**src/rtl/decode_queue_pkg.sv**
```systemverilog
// Shared RV32I decode definitions: team op codes, major opcodes and the queue entry payload.
package decode_queue_pkg;

  localparam int unsigned XLEN_P = 32;
  localparam int unsigned OP_W   = 7;
  localparam int unsigned REG_W  = 5;

  typedef enum logic [OP_W-1:0] {
    OP_ILLEGAL = 7'd0,
    OP_LUI     = 7'd1,
    OP_AUIPC   = 7'd2,
    OP_JAL     = 7'd3,
    OP_JALR    = 7'd4,
    OP_BEQ     = 7'd5,
    OP_BNE     = 7'd6,
    OP_BLT     = 7'd7,
    OP_BGE     = 7'd8,
    OP_BLTU    = 7'd9,
    OP_BGEU    = 7'd10,
    OP_LB      = 7'd11,
    OP_LH      = 7'd12,
    OP_LW      = 7'd13,
    OP_LBU     = 7'd14,
    OP_LHU     = 7'd15,
    OP_SB      = 7'd16,
    OP_SH      = 7'd17,
    OP_SW      = 7'd18,
    OP_ADDI    = 7'd19,
    OP_SLTI    = 7'd20,
    OP_SLTIU   = 7'd21,
    OP_XORI    = 7'd22,
    OP_ORI     = 7'd23,
    OP_ANDI    = 7'd24,
    OP_SLLI    = 7'd25,
    OP_SRLI    = 7'd26,
    OP_SRAI    = 7'd27,
    OP_ADD     = 7'd28,
    OP_SUB     = 7'd29,
    OP_SLL     = 7'd30,
    OP_SLT     = 7'd31,
    OP_SLTU    = 7'd32,
    OP_XOR     = 7'd33,
    OP_SRL     = 7'd34,
    OP_SRA     = 7'd35,
    OP_OR      = 7'd36,
    OP_AND     = 7'd37
  } op_e;

  typedef enum logic [6:0] {
    OPC_LUI    = 7'b0110111,
    OPC_AUIPC  = 7'b0010111,
    OPC_JAL    = 7'b1101111,
    OPC_JALR   = 7'b1100111,
    OPC_BRANCH = 7'b1100011,
    OPC_LOAD   = 7'b0000011,
    OPC_STORE  = 7'b0100011,
    OPC_OP_IMM = 7'b0010011,
    OPC_OP     = 7'b0110011
  } opc_e;

  localparam logic [6:0] F7_BASE = 7'b0000000;
  localparam logic [6:0] F7_ALT  = 7'b0100000;

  typedef struct packed {
    logic [OP_W-1:0]   op;
    logic [REG_W-1:0]  rd;
    logic [REG_W-1:0]  rs1;
    logic [REG_W-1:0]  rs2;
    logic [XLEN_P-1:0] imm;
    logic              illegal;
    logic [XLEN_P-1:0] pc;
    logic              pred;
  } dq_entry_t;

endpackage

```
**src/rtl/decode_queue_inst_decode_core.sv**
```systemverilog
// Pure combinational RV32I decoder: raw instruction word -> team op code, register fields, immediate.
module decode_queue_inst_decode_core
  import decode_queue_pkg::*;
(
  input  logic [XLEN_P-1:0] i_inst,
  output logic [OP_W-1:0]   o_op,
  output logic [REG_W-1:0]  o_rd,
  output logic [REG_W-1:0]  o_rs1,
  output logic [REG_W-1:0]  o_rs2,
  output logic [XLEN_P-1:0] o_imm,
  output logic              o_illegal
);

  logic [6:0]        w_opc;
  logic [2:0]        w_f3;
  logic [6:0]        w_f7;
  logic [XLEN_P-1:0] w_imm_i;
  logic [XLEN_P-1:0] w_imm_s;
  logic [XLEN_P-1:0] w_imm_b;
  logic [XLEN_P-1:0] w_imm_j;
  logic [XLEN_P-1:0] w_imm_u;
  logic [XLEN_P-1:0] w_imm_sh;
  logic [XLEN_P-1:0] w_imm_raw;
  op_e               w_op;

  assign w_opc = i_inst[6:0];
  assign w_f3  = i_inst[14:12];
  assign w_f7  = i_inst[31:25];

  assign w_imm_i  = {{20{i_inst[31]}}, i_inst[31:20]};
  assign w_imm_s  = {{20{i_inst[31]}}, i_inst[31:25], i_inst[11:7]};
  assign w_imm_b  = {{19{i_inst[31]}}, i_inst[31], i_inst[7], i_inst[30:25], i_inst[11:8], 1'b0};
  assign w_imm_j  = {{11{i_inst[31]}}, i_inst[31], i_inst[19:12], i_inst[20], i_inst[30:21], 1'b0};
  assign w_imm_u  = {i_inst[31:12], 12'b0};
  assign w_imm_sh = {27'b0, i_inst[24:20]};

  // Op selection; any encoding not matched below stays OP_ILLEGAL
  always_comb begin
    w_op      = OP_ILLEGAL;
    w_imm_raw = '0;
    case (w_opc)
      OPC_LUI: begin
        w_op      = OP_LUI;
        w_imm_raw = w_imm_u;
      end
      OPC_AUIPC: begin
        w_op      = OP_AUIPC;
        w_imm_raw = w_imm_u;
      end
      OPC_JAL: begin
        w_op      = OP_JAL;
        w_imm_raw = w_imm_j;
      end
      OPC_JALR: begin
        w_imm_raw = w_imm_i;
        if (w_f3 == 3'b000) w_op = OP_JALR;
      end
      OPC_BRANCH: begin
        w_imm_raw = w_imm_b;
        case (w_f3)
          3'b000:  w_op = OP_BEQ;
          3'b001:  w_op = OP_BNE;
          3'b100:  w_op = OP_BLT;
          3'b101:  w_op = OP_BGE;
          3'b110:  w_op = OP_BLTU;
          3'b111:  w_op = OP_BGEU;
          default: w_op = OP_ILLEGAL;
        endcase
      end
      OPC_LOAD: begin
        w_imm_raw = w_imm_i;
        case (w_f3)
          3'b000:  w_op = OP_LB;
          3'b001:  w_op = OP_LH;
          3'b010:  w_op = OP_LW;
          3'b100:  w_op = OP_LBU;
          3'b101:  w_op = OP_LHU;
          default: w_op = OP_ILLEGAL;
        endcase
      end
      OPC_STORE: begin
        w_imm_raw = w_imm_s;
        case (w_f3)
          3'b000:  w_op = OP_SB;
          3'b001:  w_op = OP_SH;
          3'b010:  w_op = OP_SW;
          default: w_op = OP_ILLEGAL;
        endcase
      end
      OPC_OP_IMM: begin
        w_imm_raw = w_imm_i;
        case (w_f3)
          3'b000: w_op = OP_ADDI;
          3'b010: w_op = OP_SLTI;
          3'b011: w_op = OP_SLTIU;
          3'b100: w_op = OP_XORI;
          3'b110: w_op = OP_ORI;
          3'b111: w_op = OP_ANDI;
          3'b001: begin
            w_imm_raw = w_imm_sh;
            if (w_f7 == F7_BASE) w_op = OP_SLLI;
          end
          default: begin
            w_imm_raw = w_imm_sh;
            if (w_f7 == F7_BASE)     w_op = OP_SRLI;
            else if (w_f7 == F7_ALT) w_op = OP_SRAI;
          end
        endcase
      end
      OPC_OP: begin
        if (w_f7 == F7_BASE) begin
          case (w_f3)
            3'b000:  w_op = OP_ADD;
            3'b001:  w_op = OP_SLL;
            3'b010:  w_op = OP_SLT;
            3'b011:  w_op = OP_SLTU;
            3'b100:  w_op = OP_XOR;
            3'b101:  w_op = OP_SRL;
            3'b110:  w_op = OP_OR;
            default: w_op = OP_AND;
          endcase
        end else if (w_f7 == F7_ALT) begin
          if (w_f3 == 3'b000)      w_op = OP_SUB;
          else if (w_f3 == 3'b101) w_op = OP_SRA;
        end
      end
      default: w_op = OP_ILLEGAL;
    endcase
  end

  assign o_op      = w_op;
  assign o_illegal = (w_op == OP_ILLEGAL);
  assign o_imm     = o_illegal ? '0 : w_imm_raw;
  assign o_rd      = i_inst[11:7];
  assign o_rs1     = i_inst[19:15];
  assign o_rs2     = i_inst[24:20];

endmodule

```
**src/rtl/decode_queue.sv**
```systemverilog
// Decoded-instruction FIFO between IF and dispatch: decode on write, valid/ready pop,
// flush on mispredict and a global freeze via rdy_in.
module decode_queue
  import decode_queue_pkg::*;
#(
  parameter int unsigned QUEUE_WIDTH = 2,
  parameter int unsigned XLEN        = 32,
  parameter int unsigned OP_WIDTH    = 7
) (
  input  logic                clk_in,
  input  logic                rst_in,
  input  logic                rdy_in,
  input  logic                flush_in,
  input  logic                in_valid,
  output logic                in_ready,
  input  logic [XLEN-1:0]     in_inst,
  input  logic [XLEN-1:0]     in_pc,
  input  logic                in_pred,
  output logic                out_valid,
  input  logic                out_ready,
  output logic [OP_WIDTH-1:0] out_op,
  output logic [4:0]          out_rd,
  output logic [4:0]          out_rs1,
  output logic [4:0]          out_rs2,
  output logic [XLEN-1:0]     out_imm,
  output logic [XLEN-1:0]     out_pc,
  output logic                out_pred,
  output logic                out_illegal
);

  localparam int unsigned DEPTH = 1 << QUEUE_WIDTH;
  localparam int unsigned CW    = QUEUE_WIDTH + 1;

  logic [QUEUE_WIDTH-1:0] r_head;
  logic [QUEUE_WIDTH-1:0] r_tail;
  logic [CW-1:0]          r_count;
  dq_entry_t              r_mem [DEPTH];

  logic [OP_W-1:0]   w_dec_op;
  logic [REG_W-1:0]  w_dec_rd;
  logic [REG_W-1:0]  w_dec_rs1;
  logic [REG_W-1:0]  w_dec_rs2;
  logic [XLEN_P-1:0] w_dec_imm;
  logic              w_dec_illegal;
  dq_entry_t         w_wr_entry;
  dq_entry_t         w_head;
  logic              w_push;
  logic              w_pop;

  decode_queue_inst_decode_core u_decode (
    .i_inst    (XLEN_P'(in_inst)),
    .o_op      (w_dec_op),
    .o_rd      (w_dec_rd),
    .o_rs1     (w_dec_rs1),
    .o_rs2     (w_dec_rs2),
    .o_imm     (w_dec_imm),
    .o_illegal (w_dec_illegal)
  );

  always_comb begin
    w_wr_entry         = '0;
    w_wr_entry.op      = w_dec_op;
    w_wr_entry.rd      = w_dec_rd;
    w_wr_entry.rs1     = w_dec_rs1;
    w_wr_entry.rs2     = w_dec_rs2;
    w_wr_entry.imm     = w_dec_imm;
    w_wr_entry.illegal = w_dec_illegal;
    w_wr_entry.pc      = XLEN_P'(in_pc);
    w_wr_entry.pred    = in_pred;
  end

  // Handshake flags come only from registered count, so no input reaches an output combinationally
  assign in_ready  = (r_count != CW'(DEPTH));
  assign out_valid = (r_count != CW'(0));

  assign w_push = in_valid  & in_ready  & rdy_in & ~flush_in;
  assign w_pop  = out_valid & out_ready & rdy_in & ~flush_in;

  always_ff @(posedge clk_in) begin
    if (rst_in) begin
      r_head  <= '0;
      r_tail  <= '0;
      r_count <= '0;
    end else if (rdy_in) begin
      if (flush_in) begin
        r_head  <= '0;
        r_tail  <= '0;
        r_count <= '0;
      end else begin
        if (w_push) r_tail <= r_tail + QUEUE_WIDTH'(1);
        if (w_pop)  r_head <= r_head + QUEUE_WIDTH'(1);
        case ({w_push, w_pop})
          2'b10:   r_count <= r_count + CW'(1);
          2'b01:   r_count <= r_count - CW'(1);
          default: r_count <= r_count;
        endcase
      end
    end
  end

  // Storage is deliberately left uncleared by reset; empty-queue outputs are masked below
  always_ff @(posedge clk_in) begin
    if (!rst_in && w_push) r_mem[r_tail] <= w_wr_entry;
  end

  assign w_head = r_mem[r_head];

  assign out_op      = out_valid ? OP_WIDTH'(w_head.op) : '0;
  assign out_rd      = out_valid ? w_head.rd            : '0;
  assign out_rs1     = out_valid ? w_head.rs1           : '0;
  assign out_rs2     = out_valid ? w_head.rs2           : '0;
  assign out_imm     = out_valid ? XLEN'(w_head.imm)    : '0;
  assign out_pc      = out_valid ? XLEN'(w_head.pc)     : '0;
  assign out_pred    = out_valid ? w_head.pred          : 1'b0;
  assign out_illegal = out_valid ? w_head.illegal       : 1'b0;

endmodule
```
**config.mk**
```make
export PLATFORM = sky130hd
export DESIGN_NAME = decode_queue
export DESIGN_NICKNAME = d
export VERILOG_FILES = /design/src/rtl/decode_queue_pkg.sv /design/src/rtl/decode_queue_inst_decode_core.sv /design/src/rtl/decode_queue.sv
export SDC_FILE = /design/constraint.sdc
export NUM_CORES = 1
export LEC_CHECK = 0
export ABC_AREA = 1
export ABC_CLOCK_PERIOD_IN_PS = 10300
export CAP_MARGIN = 20
export CORE_ASPECT_RATIO = 0.7
export CORE_UTILIZATION = 61
export DETAILED_ROUTE_END_ITERATION = 12
export HOLD_SLACK_MARGIN = 0.15
export PLACE_DENSITY = 0.86
export SLEW_MARGIN = 10
export SYNTH_ARGS = -nofsm -noshare
export SYNTH_HDL_FRONTEND = slang
export SYNTH_SLANG_ARGS = --single-unit
```
**constraint.sdc**
```tcl
create_clock -name clk_in -period 10.3 [get_ports clk_in]
set_clock_uncertainty 0.1 [all_clocks]
set_input_delay 1.03 -clock clk_in [delete_from_list [all_inputs] [get_ports clk_in]]
set_output_delay 1.03 -clock clk_in [all_outputs]
set_load 0.005 [all_outputs]
```
==> run_results.csv, run 1 <==
group,metric,value,unit
outcome,status,"finished, final reports clean",
drt,vias_per_cell,5.85,
sta,final-max-slew-violation-count,0,
floorplanning,die_area,25400,um2
synthesis,synth_top_family_by_area,"simple AND/OR/NAND/NOR gates",
setup_path,worstSetupPathType,"reg -> out",
global_routing,grt_pass1_vias,10175,
synthesis,synth.area.mux_share,0,%
min_path,hp-start,"r_head[1]",
floorplanning,die_y,134,um
clocking,cts_sinks,357,
synthesis,syn_area_per_cell,11.0,um2
final_layout,syn2layout_area_growth,18.3,%
clocking,htreeDepth,2,
synthesis,synthSimpleGateAreaFrac,15.0,%
sta,tightest_slew,1.08,ns
place,post-dp-hpwl,20900,um
power,ir_worst_vdd,0.125,mV
setup_path,cp-start-kind,"flop",
setup_path,crit_required,9.17,ns
synthesis,seq_area_frac_synth,70.4,%
final_layout,antenna_cells,0,
sta,period_needed,4.94,ns
sta,hold_viol_final,0,
flow_run,drv_cap,0,
synthesis,synthArstFlopShare,0,%
clocking,clkTransAtPathRegs,0.06,ns
global_routing,grt_max_degree,97,
synthesis,ys_types,34,
place,io_buffer_count,159,
drt,num_vias,10768,
synthesis,netlist_area,15100,um2
clocking,hold_buffers,0,
setup_path,crit_arrival,3.81,ns
clocking,postCtsSetupBuffers,0,
min_path,min_path_type,"reg -> reg",
setup_path,path_cells,"buf_4 -> buf_4 -> nor2_1 -> nor2_1 -> o21ai_0 -> a21oi_1 -> clkdlybuf4s50_1",
floorplanning,die_x,190,um
clocking,numCtsBuffers,34,
power,leakagePower,6.36,nW
global_routing,grt_usage,28.7,%
global_routing,overflow,0,
drt,ant_nets,0,
setup_path,critPathMaxStageDelay,0.88,ns
setup_path,r2r_start,"r_count[0]",
power,totalPowerFinal,0.00284,W
sta,rsz0062_at_grt,"no",
clocking,root_buffer,"clkbuf_16",
synthesis,ys_seq_elements,357,
clocking,cts-resized-gates,0,
clocking,insertion_delay,0.50,ns
floorplanning,ios,161,
setup_path,crit_fanout,94,
clocking,clk_path_buf_depth,3,
setup_path,end_kind,"primary output",
final_layout,drive_above_1_share,6.17,%
global_routing,grt_first_pass_wirelength,55600,um
synthesis,synth_compound_area_share,10.4,%
synthesis,synthAdderAreaFrac,0.464,%
synthesis,synth-main-ff-cell,"edfxtp_1",
place,place_congestion,0.978,
clocking,cts_tree,"done",
floorplanning,initial_core_util,63.0,%
sta,slew_headroom,27.7,%
global_routing,antenna_found_initial,0,
drt,first_iter_violations,1122,
sta,clock.fmax,203,MHz
floorplanning,rows,47,
synthesis,synthXorXnorAreaFrac,0.0580,%
final_layout,finalNetCount,1577,
sta,finalCritPeriodShare,47.9,%
synthesis,syn-instance-count,1372,
power,pwr_density_cell,159,nW/um2
drt,drt_pass1_iterations,5,
drt,post_drt_wl_per_cell,19.6,um
setup_path,critPathSlowestCell,"buf_4",
drt,drc_errors,0,
drt,wirelength,36000,um
synthesis,synth_edf_count,348,
synthesis,ys_warn_count,0,
synthesis,synth_nets,1448,
floorplanning,core,24000,um2
sta,setup_viol,0,
sta,fin_tns_setup,0,ns
-- sequential cells by signal (all words and copies together), names as in the netlist, named ones only --
register,cells
r_mem,348
r_tail,2
r_head,2
r_count,3
-- cells by family (layout without fill, tap and decap cells) --
group	Yosys count	after routing
DFF	357	357
xor gates and xnor gates	1	1
buffers and inverters	134	285
other	1	1
AOI/OAI and AO/OA	309	309
and+or+nand+nor	565	565
adders and majority gates	5	5
-- path summary, 6_finish.rpt --
kind	slack, ns	end	cells after the start
worst min-delay path	0.38	flop	2
worst max register to register	6.94	r_mem[3][51]	8
worst max-delay path	5.36	out_imm[22]	7
worst min register to register	0.38	flop	2
-- synthesized netlist by cell type (2+ instances only) --
cell	count	area share [%]
nor2_1	426	11
clkinv_1	2	0.050
nand3_1	29	0.96
nand2_2	5	0.21
a22oi_1	4	0.20
a21oi_1	117	3.9
inv_2	7	0.17
nand4_1	2	0.083
ha_1	4	0.33
nand3b_1	2	0.099
edfxtp_1	348	69
o21ai_0	183	6.1
o21ai_1	2	0.066
clkbuf_1	56	1.4
buf_4	2	0.099
dfxtp_1	9	1.2
inv_1	48	1.2
buf_6	6	0.45
nand2_1	78	1.9
nor2_2	16	0.66
nor2_4	2	0.15
buf_1	12	0.30
-- per-stage QoR --
stage	worst slack, ns	hold WS, ns	cell area (um2)	util (%)	instances
3_3_place_gp	6.00	0.346	16900	70.3	1782
6_report	5.36	0.375	17900	74.5	1841
4_1_cts	5.40	0.374	17800	74.4	1840
2_1_floorplan	4.47	0.336	15100	-	1372
5_1_grt	5.11	0.409	17900	74.5	1841
3_5_place_dp	5.95	0.363	16900	70.3	1782
-- cells in the final DEF, fill, tap and decap left out, types with 5 or more instances in the layout --
master           instances
nor2_1                 422
edfxtp_1               348
o21ai_0                183
clkdlybuf4s50_1        159
a21oi_1                117
nand2_1                 78
inv_1                   47
clkbuf_16               35
nand3_1                 29
nor2_2                  16
clkbuf_1                10
buf_4                   10
clkinv_1                 8
inv_2                    7
dfxtp_1                  7
nor2_4                   6
nand2_2                  5
clkinv_2                 5
-- critical path, delay by kind of cell, from the launching register on --
kind                   cells  cell delay, ns
AO/OA/AOI/OAI              2            0.47
flip-flops                 1            0.35
AND/OR/NAND/NOR            2            0.24
buffers and inverters      3            2.14
-- area by class of cell --
class                   count  area (um2)
repair buffers            170        1690
multi-input cells         881        3950
clock inverters            13        62.6
clock buffers              45         913
flip-flops and latches    357       10600
fillers                  1592        6120
inverters                  57         219
well taps                 318         398
-- power breakdown --
part	internal, W	switching [W]
Clock	0.000623	0.000491
Combinational	0.0000536	0.0000795
Sequential	0.00159	0.00000193
-- routing by layer --
metal	GRT usage, %	vias to the layer above	wire length [um]
li1	-	5002	-
met1	43.8	5130	15200
met2	43.2	585	16300
met3	5.06	51	3880
met4	6.72	0	587
met5	0	-	0
(Power assumes the default switching activity.)
==> inputs of run 2 (changes only) <==
ABC_CLOCK_PERIOD_IN_PS = 4350   (was 10300)
CORE_UTILIZATION = 51   (was 61)
PLACE_DENSITY = 0.77   (was 0.86)
clock period = 4.35 ns   (was 10.3 ns; I/O delays follow)
==> run 2 against run 1 <==
Compared with the run above:
- sequential share of layout area decreased by 0.95 points
- via count shrank 2.1%
- final cell count is 4.0% higher
- sequential power grew 140%
- routed wire length is 0.51% lower
- total power up 150%
- largest cell class unchanged
- highest routed layer unchanged
==> run_results.csv, run 2 (synthesized netlist as in run 1, its figures left out) <==
group,metric,value,unit
setup_path,r2r_end,"r_mem[1][2]",
floorplanning,die_y,146,um
floorplanning,die_x,208,um
global_routing,grt_usage,24.0,%
floorplanning,core,29000,um2
setup_path,end_kind,"primary output",
place,io_buffer_count,159,
sta,clock.fmax,270,MHz
clocking,cts_sinks,357,
final_layout,syn2layout_area_growth,20.2,%
final_layout,top_regs,"r_mem x348, r_count x3",
sta,fin_tns_setup,0,ns
sta,slew_headroom,37.0,%
clocking,cts-resized-gates,0,
sta,finalCritPeriodShare,85.1,%
sta,setup_viol,0,
setup_path,endpoint,"out_imm[20]",
sta,hold-worst-slack,0.390,ns
setup_path,rrSetupSlack,1.95,ns
outcome,status,"finished, final reports clean",
clocking,clk_path_buf_depth,3,
sta,rsz0062_at_grt,"no",
drt,first_iter_violations,992,
final_layout,antenna_cells,0,
floorplanning,die_area,30300,um2
power,leakagePower,6.44,nW
sta,setup_slack,0.647,ns
power,ir_worst_vdd,0.233,mV
clocking,insertion_delay,0.52,ns
setup_path,r2r_start,"r_count[0]",
place,place_congestion,0.934,
final_layout,drive_above_1_share,6.90,%
setup_path,crit_arrival,3.17,ns
clocking,htreeDepth,2,
drt,ant_nets,0,
floorplanning,initial_core_util,52.1,%
min_path,min_path_type,"reg -> reg",
drt,vias_per_cell,5.51,
final_layout,fillCellCount,2211,
power,p_sw_share,20.6,%
sta,tightest_slew,0.944,ns
min_path,hold_path_depth,2,
drt,wirelength,35900,um
floorplanning,ios,161,
drt,num_vias,10545,
clocking,numCtsBuffers,36,
sta,final-max-slew-violation-count,0,
global_routing,antenna_found_initial,0,
clocking,clkTransAtPathRegs,0.06,ns
clocking,cts_tree,"done",
drt,drc_errors,0,
power,p_int,0.00553,W
power,clkPwrFrac,41.3,%
setup_path,crit_start,"r_count[0]",
global_routing,grt_max_degree,88,
place,preCtsSetupSlack,0.829,ns
global_routing,grt_first_pass_wirelength,56200,um
power,p_sw,0.00143,W
final_layout,largest_reg_flops,348,
setup_path,cp-start-kind,"flop",
setup_path,crit_required,3.82,ns
sta,hold_viol_final,0,
power,pwr-share-comb,4.5,%
clocking,postCtsSetupBuffers,0,
final_layout,finalNetCount,1586,
floorplanning,rows,52,
flow_run,drv_cap,0,
final_layout,mostFrequentLayoutCell,"nor2_1",
clocking,hold_buffers,0,
power,seq_power_share,54.2,%
drt,post_drt_wl_per_cell,18.7,um
drt,drt_pass1_iterations,5,
final_layout,fin_util,62.6,%
global_routing,grt_pass1_vias,10160,
setup_path,r2r_cells,8,
global_routing,overflow,0,
place,post-dp-hpwl,20900,um
final_layout,largest_register,"r_mem",
setup_path,crit_fanout,43,
final_layout,final_cell_mix,"nor2_1 (422), edfxtp_1 (348), o21ai_0 (183)",
clocking,root_buffer,"clkbuf_16",
setup_path,worstSetupPathType,"reg -> out",
power,pwr_density_cell,383,nW/um2
sta,period_needed,3.70,ns
run 2: worst min-delay path by stage:
| stage | from | end |
|---|---|---|
| 2_1_floorplan | r_head[1] | flop |
| 3_3_place_gp | r_head[1] | flop |
| 3_5_place_dp | r_head[1] | flop |
| 4_1_cts | r_head[1] | flop |
| 5_1_grt | r_head[1] | flop |
| 6_report | r_head[1] | flop |
run 2: power by group through the flow:
stage          Combinational (W)  Clock (W)  Sequential, W
3_5_place_dp            0.000315          0        0.00384
4_1_cts                 0.000316    0.00293        0.00377
5_1_grt                 0.000344    0.00306        0.00377
2_1_floorplan           0.000132          0        0.00385
3_3_place_gp            0.000309          0        0.00384
6_report                0.000316    0.00288        0.00377
run 2: layout make-up:
class / instances / area, um2 / area share, %
repair buffers: 177 / 1810 / 9.96
clock buffers: 51 / 978 / 5.39
clock inverters: 13 / 97.6 / 0.537
flip-flops and latches: 357 / 10600 / 58.6
multi-input cells: 881 / 3950 / 21.7
well taps: 378 / 473 / 2.60
inverters: 57 / 219 / 1.21
run 2: worst max-delay path: stages, from the launching register on:
cell and delay (ns):
dfxtp_1 0.37, inv_1 0.09, nand3b_1 0.14, clkinv_2 0.62
buf_4 0.51, a21oi_1 0.30, clkdlybuf4s50_1 0.57
run 2: per-layer routing:
layer,wire length [um],track usage [%],vias to the layer above
met3,3310,4.64,46
li1,-,-,5022
met1,15800,35.1,4996
met2,16000,36.6,481
met5,0,0,-
met4,713,7.41,0
run 2: stage by stage:
step,power (W),std cells,area [um2]
2_1_floorplan,0.00398,1372,15100
3_3_place_gp,0.00415,1849,17100
3_5_place_dp,0.00416,1849,17100
4_1_cts,0.00701,1913,18100
5_1_grt,0.00717,1914,18200
6_report,0.00696,1914,18200
